<file path="config.mk">
export PLATFORM = sky130hd
export DESIGN_NAME = fma_rr_arbiter
export DESIGN_NICKNAME = d
export VERILOG_FILES = /design/src/rtl/fma_rr_arbiter.sv
export SDC_FILE = /design/constraint.sdc
export NUM_CORES = 1
export LEC_CHECK = 0
export CAP_MARGIN = 20
export CELL_PAD_IN_SITES_DETAIL_PLACEMENT = 1
export CELL_PAD_IN_SITES_GLOBAL_PLACEMENT = 1
export CORE_AREA = 5 5 217 219
export DETAILED_ROUTE_END_ITERATION = 8
export DIE_AREA = 0 0 222 224
export PLACE_DENSITY = 0.69
export SLEW_MARGIN = 20
export SYNTH_ARGS = -nofsm -noshare
export SYNTH_HDL_FRONTEND = slang
export SYNTH_SLANG_ARGS = --single-unit
</file>
<file path="constraint.sdc">
create_clock -name clk -period 3.15 [get_ports clk]
set_clock_uncertainty 0.2 [all_clocks]
set_input_delay 0.315 -clock clk [delete_from_list [all_inputs] [get_ports clk]]
set_output_delay 0.315 -clock clk [all_outputs]
set_load 0.005 [all_outputs]
</file>
<file path="src/rtl/fma_rr_arbiter.sv">
// Round-robin front end sharing one pipelined FP32 FMA among NREQ requesters.
// Latency: grant is combinational; resp_valid follows a transfer by FMA_LAT+1 cycles.
// Backpressure: none from the FMA; only hold and the rotating scan gate req_ready.
module fma_rr_arbiter #(
    parameter int NREQ    = 4,
    parameter int FMA_LAT = 1,
    parameter int IDW     = $clog2(NREQ)
) (
    input  logic                          clk,
    input  logic                          rst_n,
    input  logic                          hold,
    input  logic [NREQ-1:0]               req_valid,
    output logic [NREQ-1:0]               req_ready,
    input  logic [NREQ*32-1:0]            req_a,
    input  logic [NREQ*32-1:0]            req_b,
    input  logic [NREQ*32-1:0]            req_c,
    output logic [31:0]                   fma_a,
    output logic [31:0]                   fma_b,
    output logic [31:0]                   fma_c,
    input  logic [31:0]                   fma_result,
    output logic [NREQ-1:0]               resp_valid,
    output logic [31:0]                   resp_data,
    output logic [IDW-1:0]                resp_id,
    output logic [$clog2(FMA_LAT+2)-1:0]  in_flight,
    output logic                          busy
);
    localparam int DEPTH = FMA_LAT + 1;
    localparam int IFW   = $clog2(FMA_LAT + 2);

    typedef struct packed {
        logic           vld;
        logic [IDW-1:0] id;
    } tag_t;

    logic [IDW-1:0] ptr;
    logic [IDW-1:0] gnt_id;
    logic [IDW-1:0] scan_idx;
    logic           gnt_hit;
    logic           xfer;
    logic [31:0]    a_arr [NREQ];
    logic [31:0]    b_arr [NREQ];
    logic [31:0]    c_arr [NREQ];
    tag_t           tag_q [DEPTH];
    tag_t           tag_out;

    always_comb begin
        for (int i = 0; i < NREQ; i++) begin
            a_arr[i] = req_a[32*i +: 32];
            b_arr[i] = req_b[32*i +: 32];
            c_arr[i] = req_c[32*i +: 32];
        end
    end

    // First valid requester at or after ptr, wrapping around.
    always_comb begin
        gnt_hit  = 1'b0;
        gnt_id   = '0;
        scan_idx = '0;
        for (int off = 0; off < NREQ; off++) begin
            scan_idx = IDW'((int'(ptr) + off) % NREQ);
            if (!gnt_hit && req_valid[scan_idx]) begin
                gnt_hit = 1'b1;
                gnt_id  = scan_idx;
            end
        end
    end

    always_comb begin
        req_ready = '0;
        if (rst_n && !hold && gnt_hit)
            req_ready = NREQ'(1) << gnt_id;
    end

    assign xfer = |(req_valid & req_ready);

    always_ff @(posedge clk or negedge rst_n) begin
        if (!rst_n) begin
            ptr   <= '0;
            fma_a <= '0;
            fma_b <= '0;
            fma_c <= '0;
        end else if (xfer) begin
            ptr   <= (gnt_id == IDW'(NREQ - 1)) ? '0 : gnt_id + 1'b1;
            fma_a <= a_arr[gnt_id];
            fma_b <= b_arr[gnt_id];
            fma_c <= c_arr[gnt_id];
        end
    end

    // One tag stage for the operand register plus FMA_LAT for the FMA itself.
    always_ff @(posedge clk or negedge rst_n) begin
        if (!rst_n) begin
            for (int i = 0; i < DEPTH; i++)
                tag_q[i] <= '0;
        end else begin
            tag_q[0] <= tag_t'{vld: xfer, id: gnt_id};
            for (int i = 1; i < DEPTH; i++)
                tag_q[i] <= tag_q[i-1];
        end
    end

    assign tag_out = tag_q[DEPTH-1];

    always_comb begin
        resp_valid = '0;
        for (int i = 0; i < NREQ; i++)
            resp_valid[i] = tag_out.vld && (tag_out.id == IDW'(i));
    end

    assign resp_id   = tag_out.vld ? tag_out.id : '0;
    assign resp_data = tag_out.vld ? fma_result : '0;

    always_ff @(posedge clk or negedge rst_n) begin
        if (!rst_n) begin
            in_flight <= '0;
        end else begin
            case ({xfer, tag_out.vld})
                2'b10:   in_flight <= in_flight + IFW'(1);
                2'b01:   in_flight <= in_flight - IFW'(1);
                default: in_flight <= in_flight;
            endcase
        end
    end

    assign busy = (in_flight != '0);

endmodule

</file>
==> qor.csv, run 1 <==
stage,metric,value,unit
status,status,finished clean,
clock_network,root_buffer,clkbuf_16,
synthesis,postSynthNetCount,1274,
worst_setup_path,critPathTopFamily,buffers and inverters,
clock_network,clock_path_buffers,2,
power,p_leak,5.78,nW
synthesis,synth.avg_cell_area,8.69,sq um
worst_setup_path,required,2.63,ns
floorplanning,start_util,0.164,
finish,syn2layout_area_growth,91.6,%
timing,final_min_period_over_clock_period,0.955,
synthesis,ys_warn_count,0,
timing,worst_slack,0.140,ns
worst_setup_path,r2r_cells,10,
min_path,worstHoldPathType,reg2reg,
global_route,track_usage,0.155,
power,pwr_density_cell,617,nW/um^2
synthesis,synth.area.top_cells,"dfrtp_1 (36%), mux2i_1 (13%), o221ai_1 (11%)",
worst_setup_path,regToRegSetupSlack,0.37,ns
worst_setup_path,crit_top_cell,clkdlybuf4s50_1,
power,max-vdd-ir-drop,456,uV
global_route,grt_pass1_vias,9597,
worst_setup_path,path_buf_inv,3,
worst_setup_path,path_max_fanout,5,
job,drv_cap,0,
clock_network,clk-insertion-delay-late,0.37,ns
floorplanning,dieArea,49700,sq um
worst_setup_path,cp-start-kind,input pin,
worst_setup_path,r2r-end,fma_c[17],
global_route,antenna_found_initial,1,
timing,max_freq,332,MHz
route,postRouteAntennaNets,0,
timing,maxSlewViolCount,0,
place,place_congestion,0.833,
route,routedWlPerCell,20.6,microns
floorplanning,fp.dieH,224,microns
finish,n_antenna_cell,0,
route,drt_wl_total,40700,microns
route,drt_iter0_markers,390,
finish,layout-drive-gt1-share,0.0459,
synthesis,synth_top_cell_area_share,0.360,
worst_setup_path,regToRegStartpoint,ptr[1],
worst_setup_path,critical_path_class,in2out,
worst_setup_path,crit_cells,8,
floorplanning,num_rows,78,
timing,tightest_slew,0.724,ns
worst_setup_path,slowest_stage,clkdlybuf4s50_1,
worst_setup_path,worstSetupEndpointType,output port,
clock_network,cts_tree,built,
synthesis,synth_area,7380,sq um
synthesis,yosys.area.top_type,dfrtp_1,
floorplanning,die_x,222,microns
worst_setup_path,path_cells,"clkdlybuf4s50_1, nor2b_1, a221oi_2, or2_2, inv_2, ha_1, and2_1, clkdlybuf4s50_1",
clock_network,cts_buffers,9,
global_route,grt_max_degree,97,
timing,slew_headroom,0.517,
worst_setup_path,endpoint,req_ready[3],
global_route,grt-ovfl-total,0,
synthesis,synth_cells,849,
floorplanning,core_area,44900,sq um
route,drc_errors,0,
timing,hold_violations,0,
clock_network,cts.clk_slew.worst_paths,0.07,ns
route,vias_per_cell,4.47,
clock_network,cts_sinks,106,
clock_network,htree_levels,3,
synthesis,ys_ff_latch,106,
route,drt-pass1-iter-count,6,
synthesis,seq_area_frac_synth,0.360,
floorplanning,ios,564,
place,dpl.hpwl,31000,microns
worst_setup_path,cp.arrival,2.49,ns
timing,fin_setup_tns,0,ns
global_route,grt_pass1_wl,60300,microns
worst_setup_path,crit_path_start,req_valid[2],
place,io_buffers,563,
timing,rsz0062_at_grt,false,
route,num_vias,8830,
worst_setup_path,critPathMaxStageDelay,0.60,ns
timing,finalSetupViolCount,0,
synthesis,ys_types,35,
timing,post-route-min-period,3.01,ns
power,power.total,8.73,mW
finish,nNetsFinal,1796,
place,pre_cts_ws,0.000734,ns
-- sequential cells by signal (all words and copies together), names as in the netlist --
name and flops:
fma_a 32, fma_b 32, fma_c 32, tag_out 3, tag_q 3, in_flight 2
ptr 2
-- worst reg2reg max path: cells and delay by family (launching register included) --
kind / cells / cell delay [ns]
AO/OA/AOI/OAI: 4 / 1.15
buffers and inverters: 3 / 0.35
AND/OR/NAND/NOR: 2 / 0.34
adder cells (fa/ha/maj): 1 / 0.18
flip-flops: 1 / 0.48
-- cells in the mapped netlist --
cell type and instances:
ha_1 2, or2_2 2, o21a_1 1, o21ai_1 1, xor2_1 1, buf_1 8, buf_6 1, a21oi_1 3
o221ai_1 96, mux2i_1 97, a211o_1 1, and2_1 35, inv_1 102, nor2b_1 3, clkbuf_1 55, mux2_1 1
a21o_1 97, and3_1 1, nand2_1 1, nor3b_2 1, xnor2_1 2, nor3b_1 1, nand2b_1 3, nor4_1 1
nor2_1 4, o21ai_0 98, o22a_1 1, dfrtp_1 106, buf_4 2, o22ai_2 1, nand3_1 97, nand2_2 1
buf_2 21, a221oi_1 1, inv_2 1
-- kinds of logic (layout without fill, tap and decap cells) --
kind of cell,after synthesis,count (layout),synth area share
xor+xnor,3,3,0.00356
buf+inv,190,715,0.102
mux,98,98,0.133
fa+ha+maj,2,2,0.00339
compound gates,300,300,0.288
simple gates,150,150,0.110
flops,106,106,0.360
-- layer usage --
layer | routed length (microns) | vias up | share of wire | GRT usage
li1 | - | 4121 | - | -
met1 | 16800 | 4287 | 0.41 | 0.186
met2 | 20000 | 372 | 0.49 | 0.267
met3 | 2990 | 48 | 0.074 | 0.0525
met4 | 888 | 2 | 0.022 | 0.0406
met5 | 13 | - | 0.00032 | 0
-- placed cells by master, fill, tap and decap left out, types with 2 or more instances in the layout --
| cell type | Yosys | layout |
|---|---|---|
| xnor2_1 | 2 | 2 |
| clkbuf_8 | 0 | 2 |
| nand2b_1 | 3 | 3 |
| buf_12 | 0 | 7 |
| clkdlybuf4s50_1 | 0 | 562 |
| dfrtp_1 | 106 | 105 |
| nor2_1 | 4 | 4 |
| o21ai_0 | 98 | 98 |
| and2_1 | 35 | 35 |
| ha_1 | 2 | 2 |
| a21o_1 | 97 | 96 |
| or2_2 | 2 | 2 |
| nor2b_1 | 3 | 3 |
| a21oi_1 | 3 | 2 |
| clkbuf_16 | 0 | 9 |
| inv_1 | 102 | 102 |
| nand3_1 | 97 | 96 |
| buf_4 | 2 | 28 |
| o221ai_1 | 96 | 96 |
| mux2i_1 | 97 | 96 |
-- layout make-up --
| cell class | instances | area [sq um] |
|---|---|---|
| flip-flops and latches | 106 | 2650 |
| clock buffers | 12 | 256 |
| multi-input cells | 553 | 4070 |
| well taps | 600 | 751 |
| repair buffers | 598 | 5990 |
| clock inverters | 2 | 37.5 |
| fillers | 5261 | 30800 |
| inverters | 103 | 387 |
-- what timing repair did --
item | in CTS | in global routing
resized for setup | 0 | 4
setup endpoints to repair | 0 | 3
hold buffers | 1 | 0
setup buffers | 0 | 0
hold endpoints to repair | 17 | 0
-- where the power goes --
part,internal [mW],switching [mW]
Clock,0.654,0.570
Sequential,1.99,0.388
Combinational,2.76,2.37
Total,5.40,3.33
-- how the worst min path moves through the flow --
stage                     slack (ns)          to  cells after the start  startpoint
after floorplan                -0.18    fma_a[0]                      0       rst_n
after global placement          0.02    fma_b[6]                      1       rst_n
after detailed placement        0.03    fma_b[2]                      1       rst_n
after CTS                       0.14    fma_b[2]                      2       rst_n
after global routing            0.17    fma_b[2]                      2       rst_n
final                           0.15  tag_out[2]                      0    tag_q[5]
-- per-stage QoR --
stage	instance area (sq um)	hold slack [ns]	utilization	instances
after global placement	13800	0.0240	0.308	1959
final	14100	0.151	0.315	1974
after floorplan	7380	-0.181	-	849
after CTS	14100	0.140	0.315	1974
after global routing	14100	0.165	0.315	1974
after detailed placement	13800	0.0284	0.308	1959
Note: power is estimated with default switching activity, not from simulation.
==> run 2: changes to the inputs <==
Settings changed: CORE_AREA 5 5 217 219 to 2 2 221 223, DIE_AREA 0 0 222 224 to 0 0 223 225, PLACE_DENSITY 0.69 to 0.66.
==> qor.csv, run 2 (synthesis gave the netlist of run 1 again) <==
stage,metric,value,unit,change
route,drt_iter0_markers,339,,was 390
timing,maxSlewViolCount,0,,unchanged
route,routedWlPerCell,20.8,microns,was 20.6 microns
timing,max_freq,341,MHz,was 332 MHz
clock_network,cts.clk_slew.worst_paths,0.07,ns,about the same
worst_setup_path,critPathTopFamily,buffers and inverters,,unchanged
min_path,worstHoldPathType,in2async,,was reg2reg
global_route,antenna_found_initial,3,,was 1
global_route,grt_pass1_wl,60700,microns,was 60300 microns
job,drv_cap,0,,unchanged
worst_setup_path,slowest_stage,clkdlybuf4s50_1,,unchanged
global_route,track_usage,0.161,,was 0.155
floorplanning,ios,564,,unchanged
power,p_leak,5.77,nW,was 5.78 nW
place,dpl.hpwl,31100,microns,was 31000 microns
place,pre_cts_ws,-0.103,ns,was 0.000734 ns
power,pwr_density_cell,615,nW/um^2,was 617 nW/um^2
clock_network,root_buffer,clkbuf_16,,unchanged
finish,instances_no_fill,1990,,was 1974
worst_setup_path,critPathMaxStageDelay,0.52,ns,was 0.60 ns
worst_setup_path,crit_cells,7,,was 8
floorplanning,die_x,223,microns,was 222 microns
clock_network,postCtsSetupRepairBufs,0,,unchanged
timing,rsz0062_at_grt,false,,unchanged
route,drt-pass1-iter-count,4,,was 6
finish,reg.largest.list,"fma_a: 32 flops, fma_b: 32 flops, fma_c: 32 flops",,unchanged
timing,post-route-min-period,2.93,ns,was 3.01 ns
finish,syn2layout_area_growth,91.9,%,was 91.6%
global_route,grt_max_degree,98,,was 97
timing,final_min_period_over_clock_period,0.930,,was 0.955
power,power.total,8.71,mW,was 8.73 mW
worst_setup_path,regToRegSetupSlack,0.26,ns,was 0.37 ns
worst_setup_path,required,2.63,ns,about the same
clock_network,cts_buffers,9,,unchanged
timing,tightest_slew,0.795,ns,was 0.724 ns
route,postRouteAntennaNets,0,,unchanged
floorplanning,start_util,0.155,,was 0.164
floorplanning,dieArea,50200,sq um,was 49700 sq um
global_route,grt_pass1_vias,9654,,was 9597
status,status,finished clean,,unchanged
worst_setup_path,endpoint,req_ready[3],,unchanged
timing,slew_headroom,0.470,,was 0.517
floorplanning,fp.dieH,225,microns,was 224 microns
timing,finalSetupViolCount,0,,unchanged
clock_network,cts_sinks,106,,unchanged
worst_setup_path,crit_path_start,ptr[1],,was req_valid[2]
floorplanning,num_rows,80,,was 78
timing,hold_violations,0,,unchanged
finish,layout-drive-gt1-share,0.0422,,was 0.0459
place,place_congestion,0.784,,was 0.833
worst_setup_path,regToRegStartpoint,ptr[1],,unchanged
power,max-vdd-ir-drop,480,uV,was 456 uV
place,placed_cells,1971,,was 1959
timing,worst_slack,0.221,ns,was 0.140 ns
clock_network,clock_path_buffers,2,,unchanged
route,vias_per_cell,4.42,,was 4.47
worst_setup_path,r2r-end,in_flight[1],,was fma_c[17]
route,drc_errors,0,,unchanged
clock_network,cts_tree,built,,unchanged
finish,layout_common_cells,"clkdlybuf4s50_1 (562), dfrtp_1 (106), inv_1 (102)",,"was clkdlybuf4s50_1 (562), dfrtp_1 (105), inv_1 (102)"
place,io_buffers,563,,unchanged
finish,nNetsFinal,1793,,was 1796
global_route,grt-ovfl-total,0,,unchanged
worst_setup_path,critical_path_class,reg2out,,was in2out
clock_network,clk-insertion-delay-late,0.37,ns,about the same
route,num_vias,8797,,was 8830
worst_setup_path,path_cells,"nand2_1, a221oi_1, or2_2, inv_2, ha_1, and2_1, clkdlybuf4s50_1",,"was clkdlybuf4s50_1, nor2b_1, a221oi_2, or2_2, inv_2, ha_1, and2_1, clkdlybuf4s50_1"
worst_setup_path,cp.arrival,2.41,ns,was 2.49 ns
worst_setup_path,path_buf_inv,2,,was 3
worst_setup_path,r2r_cells,11,,was 10
finish,utilization,0.298,,was 0.315
worst_setup_path,cp-start-kind,flip-flop,,was input pin
clock_network,htree_levels,3,,unchanged
floorplanning,core_area,47500,sq um,was 44900 sq um
route,drt_wl_total,41400,microns,was 40700 microns
worst_setup_path,worstSetupEndpointType,output port,,unchanged
worst_setup_path,path_max_fanout,5,,unchanged
finish,final_common_cell,clkdlybuf4s50_1,,unchanged
[run 2: timing repair]
item,in CTS,in global routing
endpoints found under the setup margin,0,3
hold buffers,1,0
resized for setup,0,1
endpoints found under the hold margin,6,0
[run 2: worst reg2reg max path: stages (launching register included)]
cell and delay (ns):
dfrtp_1 0.44, nand2_1 0.17, a221oi_1 0.36, or2_2 0.20
inv_2 0.04, ha_1 0.19, a211o_1 0.36, o21a_4 0.24
inv_1 0.06, ha_1 0.24, nor2_1 0.16, xor2_1 0.17
[run 2: layer usage]
layer	vias to the layer above	global-route usage	routed length, microns
li1	4120	-	-
met1	4272	0.175	16000
met2	358	0.292	21100
met3	45	0.0531	3330
met4	2	0.0530	1000
met5	-	0	15
[run 2: area by class of cell]
type                    instances  area, sq um
fillers                      5573        33400
repair buffers                595         6000
multi-input cells             553         4060
flip-flops and latches        106         2650
well taps                     615          769
inverters                     103          387
clock buffers                  13          260
clock inverters                 3         23.8
diodes                          2         5.00
[run 2: power by group]
| group | switching, mW | internal (mW) | total [mW] |
|---|---|---|---|
| sequential | 0.441 | 1.99 | 2.43 |
| clock | 0.571 | 0.584 | 1.16 |
| combinational | 2.37 | 2.75 | 5.12 |
[run 2: through the flow]
step | hold slack, ns | instance area, sq um | setup TNS (ns)
detailed placement | -0.0263 | 13900 | -0.177
global placement | -0.0308 | 13900 | -0.00714
CTS | 0.130 | 14100 | 0
finish | 0.147 | 14200 | 0
global route | 0.125 | 14200 | 0
floorplan | -0.181 | 7380 | 0
[run 2: worst min path at each step]
stage,from,endpoint,slack [ns],cells after the start
2_1_floorplan,rst_n,fma_a[0],-0.18,0
3_3_place_gp,rst_n,fma_c[7],-0.03,1
3_5_place_dp,rst_n,fma_c[22],-0.03,1
4_1_cts,rst_n,fma_c[22],0.13,2
5_1_grt,rst_n,fma_c[22],0.12,2
6_report,rst_n,fma_c[22],0.15,2
